[config.mk]
export PLATFORM = sky130hd
export DESIGN_NAME = chess_board_renderer
export DESIGN_NICKNAME = d
export VERILOG_FILES = /design/src/rtl/chess_pkg.sv /design/src/rtl/piece_sprite_rom.sv /design/src/rtl/chess_board_renderer.sv
export SDC_FILE = /design/constraint.sdc
export NUM_CORES = 1
export LEC_CHECK = 0
export ABC_AREA = 1
export BUFFER_PORTS_ARGS = -buffer_cell sky130_fd_sc_hd__buf_2
export CORE_AREA = 2 2 139 73
export DETAILED_ROUTE_END_ITERATION = 7
export DIE_AREA = 0 0 141 75
export GPL_TIMING_DRIVEN = 1
export PLACE_DENSITY = 0.64
export SYNTH_ARGS = -nofsm -noshare
export SYNTH_HDL_FRONTEND = slang
export SYNTH_SLANG_ARGS = --single-unit
[constraint.sdc]
create_clock -name clk -period 1.3 [get_ports clk]
set_input_delay 0.065 -clock clk [delete_from_list [all_inputs] [get_ports clk]]
set_output_delay 0.065 -clock clk [all_outputs]
set_load 0.005 [all_outputs]
[src/rtl/chess_pkg.sv]
// Shared definitions for the chess board renderer: square encoding, board
// geometry, palette and the procedural piece sprite shapes.
package chess_pkg;

    typedef enum logic [2:0] {
        PT_NONE    = 3'd0,
        PT_PAWN    = 3'd1,
        PT_KNIGHT  = 3'd2,
        PT_BISHOP  = 3'd3,
        PT_ROOK    = 3'd4,
        PT_QUEEN   = 3'd5,
        PT_KING    = 3'd6,
        PT_INVALID = 3'd7
    } piece_t;

    localparam int OCC_BIT    = 0;
    localparam int COLOUR_BIT = 1;
    localparam int TYPE_LSB   = 2;
    localparam int TYPE_MSB   = 4;

    localparam int BOARD_X0   = 192;
    localparam int BOARD_Y0   = 112;
    localparam int SQ_SIZE    = 32;
    localparam int BOARD_SPAN = 8 * SQ_SIZE;

    localparam logic [23:0] COL_LIGHT    = 24'hF0D9B5;
    localparam logic [23:0] COL_DARK     = 24'hB58863;
    localparam logic [23:0] COL_WHITE_PC = 24'hFFFFFF;
    localparam logic [23:0] COL_BLACK_PC = 24'h202020;
    localparam logic [23:0] COL_CURSOR   = 24'hFF0000;
    localparam logic [23:0] COL_SELECT   = 24'h00FF00;

    // Bit i of a row is drawn at subx = 31-i. Body width grows with piece type;
    // the head sits slightly left of centre so the shape is not mirror-symmetric.
    function automatic logic [31:0] sprite_row(input logic [2:0] ptype, input logic [4:0] suby);
        logic [31:0] bits;
        int          w;
        bits = '0;
        w    = int'(ptype) + 2;
        if (ptype != PT_NONE && ptype != PT_INVALID) begin
            for (int i = 0; i < 32; i++) begin
                if (suby >= 5'd8 && suby <= 5'd27 && i >= 16 - w && i <= 15 + w)
                    bits[i] = 1'b1;
                if (suby >= 5'd4 && suby <= 5'd7 && i >= 14 && i <= 19)
                    bits[i] = 1'b1;
            end
        end
        return bits;
    endfunction

endpackage

[src/rtl/piece_sprite_rom.sv]
// Piece bitmap ROM: six 32x32 sprites addressed by {type, suby}, one-cycle
// registered read; the unused type codes read as all zeros.
module piece_sprite_rom
    import chess_pkg::*;
(
    input  logic        clk,
    input  logic        reset,
    input  logic [7:0]  addr_i,
    output logic [31:0] data_o
);

    logic [31:0] data_q;

    always_ff @(posedge clk) begin
        if (reset) data_q <= '0;
        else       data_q <= sprite_row(addr_i[7:5], addr_i[4:0]);
    end

    assign data_o = data_q;

endmodule

[src/rtl/chess_board_renderer.sv]
// Three-stage pixel pipeline drawing an 8x8 chess board with piece sprites,
// cursor and selection borders; syncs and blank are delayed to match rgb.
module chess_board_renderer
    import chess_pkg::*;
(
    input  logic       clk,
    input  logic       reset,
    input  logic [9:0] x,
    input  logic [9:0] y,
    input  logic       hsync_i,
    input  logic       vsync_i,
    input  logic       blank_b_i,
    output logic [2:0] rd_row,
    output logic [2:0] rd_col,
    input  logic [4:0] rd_data,
    input  logic [2:0] cursor_row,
    input  logic [2:0] cursor_col,
    input  logic       sel_valid,
    input  logic [2:0] sel_row,
    input  logic [2:0] sel_col,
    output logic       hsync,
    output logic       vsync,
    output logic       blank_b,
    output logic [7:0] r,
    output logic [7:0] g,
    output logic [7:0] b
);

    typedef struct packed {
        logic       in_board;
        logic [2:0] row;
        logic [2:0] col;
        logic [4:0] subx;
        logic [4:0] suby;
        logic       cursor;
        logic       sel;
        logic       hs;
        logic       vs;
        logic       bl;
    } s1_t;

    typedef struct packed {
        logic       in_board;
        logic       light;
        logic       border;
        logic       cursor;
        logic       sel;
        logic       occ;
        logic       black;
        piece_t     ptype;
        logic [4:0] subx;
        logic       hs;
        logic       vs;
        logic       bl;
    } s2_t;

    localparam s1_t S1_RST = '{in_board: 1'b0, row: 3'd0, col: 3'd0, subx: 5'd0, suby: 5'd0,
                               cursor: 1'b0, sel: 1'b0, hs: 1'b1, vs: 1'b1, bl: 1'b0};
    localparam s2_t S2_RST = '{in_board: 1'b0, light: 1'b0, border: 1'b0, cursor: 1'b0,
                               sel: 1'b0, occ: 1'b0, black: 1'b0, ptype: PT_NONE,
                               subx: 5'd0, hs: 1'b1, vs: 1'b1, bl: 1'b0};

    logic [7:0]  dx, dy;
    logic        in_board;
    s1_t         s1_d, s1_q;
    s2_t         s2_d, s2_q;
    logic [31:0] sprite_bits;
    logic        piece_px;
    logic [23:0] rgb_d, rgb_q;
    logic        hs_q, vs_q, bl_q;
    logic [2:0]  rd_row_q, rd_col_q;

    // Only the low 8 bits of the offset matter inside the 256-pixel board.
    always_comb begin
        dx       = x[7:0] - 8'(BOARD_X0);
        dy       = y[7:0] - 8'(BOARD_Y0);
        in_board = (x >= 10'(BOARD_X0)) && (x < 10'(BOARD_X0 + BOARD_SPAN)) &&
                   (y >= 10'(BOARD_Y0)) && (y < 10'(BOARD_Y0 + BOARD_SPAN));
        s1_d.in_board = in_board;
        s1_d.row      = dy[7:5];
        s1_d.col      = dx[7:5];
        s1_d.subx     = dx[4:0];
        s1_d.suby     = dy[4:0];
        s1_d.cursor   = (dy[7:5] == cursor_row) && (dx[7:5] == cursor_col);
        s1_d.sel      = sel_valid && (dy[7:5] == sel_row) && (dx[7:5] == sel_col);
        s1_d.hs       = hsync_i;
        s1_d.vs       = vsync_i;
        s1_d.bl       = blank_b_i;
    end

    always_comb begin
        s2_d.in_board = s1_q.in_board;
        s2_d.light    = ~(s1_q.row[0] ^ s1_q.col[0]);
        s2_d.border   = (s1_q.subx == 5'd0) || (s1_q.subx == 5'd31) ||
                        (s1_q.suby == 5'd0) || (s1_q.suby == 5'd31);
        s2_d.cursor   = s1_q.cursor;
        s2_d.sel      = s1_q.sel;
        s2_d.occ      = rd_data[OCC_BIT];
        s2_d.black    = rd_data[COLOUR_BIT];
        s2_d.ptype    = piece_t'(rd_data[TYPE_MSB:TYPE_LSB]);
        s2_d.subx     = s1_q.subx;
        s2_d.hs       = s1_q.hs;
        s2_d.vs       = s1_q.vs;
        s2_d.bl       = s1_q.bl;
    end

    piece_sprite_rom u_rom (
        .clk    (clk),
        .reset  (reset),
        .addr_i ({rd_data[TYPE_MSB:TYPE_LSB], s1_q.suby}),
        .data_o (sprite_bits)
    );

    // Priority: blanking/off-board, cursor border, select border, piece, square.
    always_comb begin
        piece_px = s2_q.occ && (s2_q.ptype != PT_NONE) && (s2_q.ptype != PT_INVALID) &&
                   sprite_bits[5'd31 - s2_q.subx];
        rgb_d = '0;
        if (!s2_q.bl || !s2_q.in_board)      rgb_d = '0;
        else if (s2_q.border && s2_q.cursor) rgb_d = COL_CURSOR;
        else if (s2_q.border && s2_q.sel)    rgb_d = COL_SELECT;
        else if (piece_px)                   rgb_d = s2_q.black ? COL_BLACK_PC : COL_WHITE_PC;
        else                                 rgb_d = s2_q.light ? COL_LIGHT : COL_DARK;
    end

    // NOTE: reset clears every datapath stage too, so pixels in flight are dropped.
    always_ff @(posedge clk) begin
        if (reset) begin
            s1_q     <= S1_RST;
            s2_q     <= S2_RST;
            rgb_q    <= '0;
            hs_q     <= 1'b1;
            vs_q     <= 1'b1;
            bl_q     <= 1'b0;
            rd_row_q <= '0;
            rd_col_q <= '0;
        end else begin
            s1_q  <= s1_d;
            s2_q  <= s2_d;
            rgb_q <= rgb_d;
            hs_q  <= s2_q.hs;
            vs_q  <= s2_q.vs;
            bl_q  <= s2_q.bl;
            if (in_board) begin
                rd_row_q <= s1_d.row;
                rd_col_q <= s1_d.col;
            end
        end
    end

    assign rd_row  = rd_row_q;
    assign rd_col  = rd_col_q;
    assign hsync   = hs_q;
    assign vsync   = vs_q;
    assign blank_b = bl_q;
    assign r       = rgb_q[23:16];
    assign g       = rgb_q[15:8];
    assign b       = rgb_q[7:0];

endmodule

# Yosys cells after proc, flatten, opt, wreduce, memory -nomap -nowiden
# Cells that the tools add are included.
[word_totals]
wordCells = 258
out_inout_bits = 33
reg_bits = 101
[op_classes]
n_reduce_logical = 92
muxes = 45
n_addsub = 6
magnitude_cmp = 73
bitwise_logic = 3
n_eq_ne = 8
[ops]
columns = ["operator", "n"]
rows = [
  ["6-bit by 32-bit greater-or-equal comparator with 1-bit output, first input constant", 16],
  ["6-bit by 32-bit <= comparator with 1-bit output, first input constant", 16],
  ["5-bit by 32-bit greater-or-equal comparator with 1-bit output, first input constant", 8],
  ["5-bit by 32-bit <= comparator with 1-bit output, first input constant", 8],
  ["4-bit by 32-bit greater-or-equal comparator with 1-bit output, first input constant", 4],
  ["4-bit by 32-bit <= comparator with 1-bit output, first input constant", 4],
  ["24-bit two-way mux", 4],
  ["1-bit logical AND", 78],
  ["3-bit by 32-bit greater-or-equal comparator with 1-bit output, first input constant", 2],
  ["3-bit by 32-bit <= comparator with 1-bit output, first input constant", 2],
  ["1-bit two-way mux", 39],
  ["5-bit by 32-bit adder with 32-bit output, first input constant", 1],
  ["1-bit by 32-bit greater-or-equal comparator with 1-bit output, first input constant", 1],
  ["2-bit by 32-bit greater-or-equal comparator with 1-bit output, first input constant", 1],
  ["1-bit by 32-bit <= comparator with 1-bit output, first input constant", 1],
  ["2-bit by 32-bit <= comparator with 1-bit output, first input constant", 1],
  ["6-bit by 32-bit subtractor with 32-bit output, first input constant", 1],
  ["23-bit two-way mux", 1],
  ["10-bit by 9-bit less-than comparator with 1-bit output, second input constant", 2],
  ["3-bit equality test", 4],
  ["5-bit equality test, second input constant", 2],
  ["10-bit by 7-bit greater-or-equal comparator with 1-bit output, second input constant", 1],
  ["10-bit by 8-bit greater-or-equal comparator with 1-bit output, second input constant", 1],
  ["5-bit zero test", 2],
  ["19 further kinds", 27],
]

# Logic depth before layout (Yosys ltp)
[logic_depth]
ltp_word = 7
mapped_depth = 15

# By module
# Synthesis repeated with hierarchy kept, for this count alone.
[unflattened]
cells_unflattened = 477
hier_area_um2 = 3819.9
[by_module_without_submodules]
columns = ["module", "n_inst", "area_per_inst_um2", "seq_area_each_um2", "cells_per_inst"]
rows = [
  ["chess_board_renderer", 1, 2486.1, 1181.1, 325],
  ["piece_sprite_rom", 1, 1333.8, 640.6, 152],
]

# Worst setup path after synthesis
# No wires, ideal clock.
[synth_timing]
path_type = "flip-flop to flip-flop"
start = "reg s2_q[3] (netlist name)"
end = "reg rgb_q[18]"
n_path_buf = 2
setup_ns = 0.113
path_stages_with_launch = 14
arrival_time_ns = 1.292
slack_ns = -0.105
required_ns = 1.187
period_less_slack_ns = 1.405
path_cell_list = "dfxtp_1 > buf_6 > inv_8 > buf_12 > nand2_2 > nand3_1 > nand3_1 > nand2_1 > nand2_2 > nand3_2 > nand3_2 > nand2_2 > nor2_1 > nor2_1"
[synth_between]
elab_chain_cells = 7
[synth_lines]
columns = ["item", "line", "source"]
rows = [
  ["start, declared", "chess_board_renderer.sv:66", "s2_t s2_d, s2_q;"],
  ["start signal, assigned", "chess_board_renderer.sv:130", "s2_q <= S2_RST;"],
  ["start signal, assigned", "chess_board_renderer.sv:139", "s2_q <= s2_d;"],
  ["5-bit subtractor", "chess_board_renderer.sv:117", "sprite_bits[5'd31 - s2_q.subx];"],
  ["1-bit binary-select mux with 5-bit select", "chess_board_renderer.sv:117", ""],
  ["1-bit two-way mux (implied by the code)", "chess_board_renderer.sv:117", ""],
  ["1-bit logical AND", "chess_board_renderer.sv:116", "piece_px = s2_q.occ && (s2_q.ptype != PT_NONE) && (s2_q.ptype != PT_INVALID) &&"],
  ["24-bit two-way mux", "chess_board_renderer.sv:122", "else if (piece_px) rgb_d = s2_q.black ? COL_BLACK_PC : COL_WHITE_PC;"],
  ["24-bit two-way mux", "chess_board_renderer.sv:121", "else if (s2_q.border && s2_q.sel) rgb_d = COL_SELECT;"],
  ["24-bit two-way mux", "chess_board_renderer.sv:120", "else if (s2_q.border && s2_q.cursor) rgb_d = COL_CURSOR;"],
  ["end signal, assigned", "chess_board_renderer.sv:140", "rgb_q <= rgb_d;"],
  ["end, declared", "chess_board_renderer.sv:69", "logic [23:0] rgb_d, rgb_q;"],
]
# Every way passes these cells. The select of a mux whose other input is x is not followed.
# A chain may end at the register's enable or synchronous reset.

# Final worst setup path
[layout_timing]
start = "reg s2_q[3] (netlist name)"
end = "reg rgb_q[22]"
# The elaborated chain is that of the path after synthesis.

==> results.toml <==
[status]
status = "complete, but fails checks"
failed_checks = "setup timing"

[timing]
slew_viol_final = 0
period_share = 1.243
timing.final.hold_violations = 0
rsz0062_at_grt = "yes"
fin_setup_tns_ns = -5.306
finClkSkew_ns = 0.007808
timing.fmax_mhz = 618.8
fin_ws_ns = -0.3160
finalCriticalPeriod_ns = 1.616
finalSetupViolCount = 37

[route]
vias = 3341
routedWlPerCell_um = 12.30
drc_errors = 0
first_pass_iters = 5
wirelength_um = 9031
ant_nets = 0
viasPerCell = 4.552
first_iter_violations = 133

[synth]
synth_area_um2 = 3685
synth_flop_cell = "dfxtp_1"
synth.net_count = 513
ys_seq_area_frac = 0.4944
async_flop_share = 0
ys_ff_latch = 91
synth_edf_count = 0
synth.distinct_cells = 42
postSynthAreaPerCell_um2 = 8.028
ys_warn_count = 0
synthCells = 459

[global_route]
grt_usage = 0.1715
grt_max_degree = 26
grt_first_pass_wirelength_um = 14010
antenna_found_initial = 0
grt_pass1_vias = 3203
gr-total-overflow = 0

[hold_path]
hp-class = "in2reg"
worstHoldStart = "reset"
holdPathStages = 3
hold_end = "blank_b"

[finish]
finalInstanceArea_um2 = 5495
final_layout_size_suffix_gt1_frac = 0.4421
area_delta_synth_final_pct = 49.13
nets = 663
diodes = 0
n_fill_cell = 808

[clock_tree]
clockBufferDepth = 2
cts_tree = "built"
root_buffer = "clkbuf_16"
clock_latency_ns = 0.34
numCtsBuffers = 9
cts.sinks = 91
htree_levels = 3
clk_pin_slew_ns = 0.06

[placement]
place_congestion = 0.8468
dp_worst_setup_slack_ns = -0.3077
io_buffers = 75
placed_cell_area_um2 = 4526
place_hpwl_um = 6249

[floorplan]
initial_core_util = 0.3966
io_pins = 76
rows = 25
coreArea_um2 = 9290
die_h_um = 75
die_w_um = 141
dieArea_um2 = 10580

[worst_setup_path]
critPathArrivalTime_ns = 1.90
cp-start-kind = "register"
rrSetupSlack_ns = -0.32
required_ns = 1.58
r2r_start = "s2_q[3]"
reg2regPathDepth = 14
crit_fanout = 8
endpoint_kind = "register"
critical_path_class = "reg2reg"
r2r_end = "rgb_q[22]"

[pwr]
powerDensity_nw_per_um2 = 1164
p_leak_uw = 0.002627
p_total_uw = 6395
ir_worst_vdd_v = 0.0008920

[job]
maxCapViolations = 0
==> Yosys cell counts (all sizes together) (2+ instances only) <==
master   n  area share
xor2     6       0.014
nand3   38       0.056
nor4     2      0.0034
o31ai    3      0.0061
o21ai   17       0.023
nor3     5      0.0068
or2      9       0.015
dfxtp   91        0.49
nand4    2      0.0051
clkbuf   5      0.0078
nor2    79       0.085
buf     13       0.032
ha      11       0.037
nand2   74       0.082
a21oi   19       0.028
o211ai   2      0.0041
inv     71       0.075
a221oi   2      0.0048
==> cell usage in the layout, fill, tap and decap left out, types with 2 or more instances in the layout <==
cell type / n
dfxtp_1: 86
nand3_1: 15
a21oi_1: 11
nand3_2: 22
nor4_1: 2
nor2_2: 14
nand2_2: 14
inv_1: 58
or2_2: 8
o21ai_1: 3
clkinvlp_4: 2
o21ai_2: 4
nand2_1: 53
a21oi_2: 8
nor2_4: 11
inv_12: 2
buf_4: 59
nand2_4: 7
dlygate4sd3_1: 16
inv_2: 6
a221oi_2: 2
buf_12: 2
o211ai_1: 2
buf_2: 74
ha_1: 10
o21ai_0: 10
buf_6: 3
xor2_1: 6
dfxtp_2: 4
clkbuf_16: 11
o31ai_2: 2
nor2_1: 54
inv_4: 5
nor3_1: 3
==> critical path: stages, from the launching register on <==
cell     delay [ns]
dfxtp_4        0.37
buf_12         0.15
inv_12         0.09
nand2_1        0.10
nand3_2        0.07
nand3_2        0.07
nand2_2        0.08
nand2_2        0.06
nand2_1        0.06
nand2_1        0.05
nand2_1        0.07
nand4_1        0.16
nand3_1        0.12
nand2_1        0.06
inv_1          0.04
==> layout make-up <==
| class | count | area, um2 | area share |
|---|---|---|---|
| tap | 121 | 151.4 | 0.02755 |
| multi-input combinational | 278 | 1807 | 0.3288 |
| clock buffer | 11 | 242.7 | 0.04417 |
| timing repair inverter | 1 | 16.27 | 0.002960 |
| inverter | 72 | 299.0 | 0.05442 |
| sequential | 91 | 1831 | 0.3331 |
| timing repair buffer | 156 | 1097 | 0.1997 |
| clock inverter | 4 | 51.30 | 0.009335 |
==> state kept, by name, summed over array words and instances, names as in the netlist <==
register,flops
hsync,1
u_rom.data_o,32
blank_b,1
vsync,1
rd_col,3
rd_row,3
rgb_q,14
s2_q,18
s1_q,18
==> stage by stage <==
stage,utilization,std cells,hold WS (ns)
after floorplan,-,459,0.1374
after global placement,0.4871,690,0.2549
after detailed placement,0.4871,690,0.2588
after CTS,0.5515,725,0.01327
after global routing,0.5915,734,0.02543
final,0.5915,734,0.02132
==> metal layers <==
metal | global-route usage | wire (um) | vias to the layer above
li1 | - | - | 1736
met1 | 0.1902 | 3958 | 1518
met2 | 0.3198 | 4547 | 72
met3 | 0.04707 | 343 | 15
met4 | 0.07556 | 180 | 0
met5 | 0 | 0 | -
==> timing repair <==
action / 4_1_cts / 5_1_grt
resized for setup: 35 / 74
cloned: 1 / 2
pin swaps: 6 / 24
hold buffers: 16 / 0
endpoints found under the setup margin: 39 / 42
setup buffers: 3 / 9
endpoints found under the hold margin: 16 / 0
==> worst max-delay path by stage <==
stage                                  end  depth (start not counted)       start  slack, ns
after floorplan                  rgb_q[22]                         14     s2_q[3]       -0.1
after global placement     u_rom.data_o[1]                         12  rd_data[3]      -0.29
after detailed placement  u_rom.data_o[12]                         11  rd_data[3]      -0.31
after CTS                        rgb_q[22]                         14     s2_q[3]      -0.26
after global routing             rgb_q[22]                         14     s2_q[3]      -0.48
final                            rgb_q[22]                         14     s2_q[3]      -0.32
==> power by group <==
part,total [uW],leakage (uW),internal (uW),switching (uW)
combinational,916,0.00174,433,483
sequential,2950,0.000746,2890,56.5
clock,2530,0.000142,1530,1000
total,6400,0.00263,4860,1540
==> logic make-up (layout without fill, tap and decap cells) <==
group / Yosys count / count (layout) / synth area share
AOI/OAI and AO/OA: 50 / 50 / 0.08116
xor gates and xnor gates: 7 / 7 / 0.01664
adders and majority gates: 11 / 11 / 0.03735
buffers and inverters: 90 / 244 / 0.1158
DFF: 91 / 91 / 0.4944
other: 1 / 1 / 0.001018
and+or+nand+nor: 209 / 209 / 0.2537
Power figures use the tool's default switching activity.
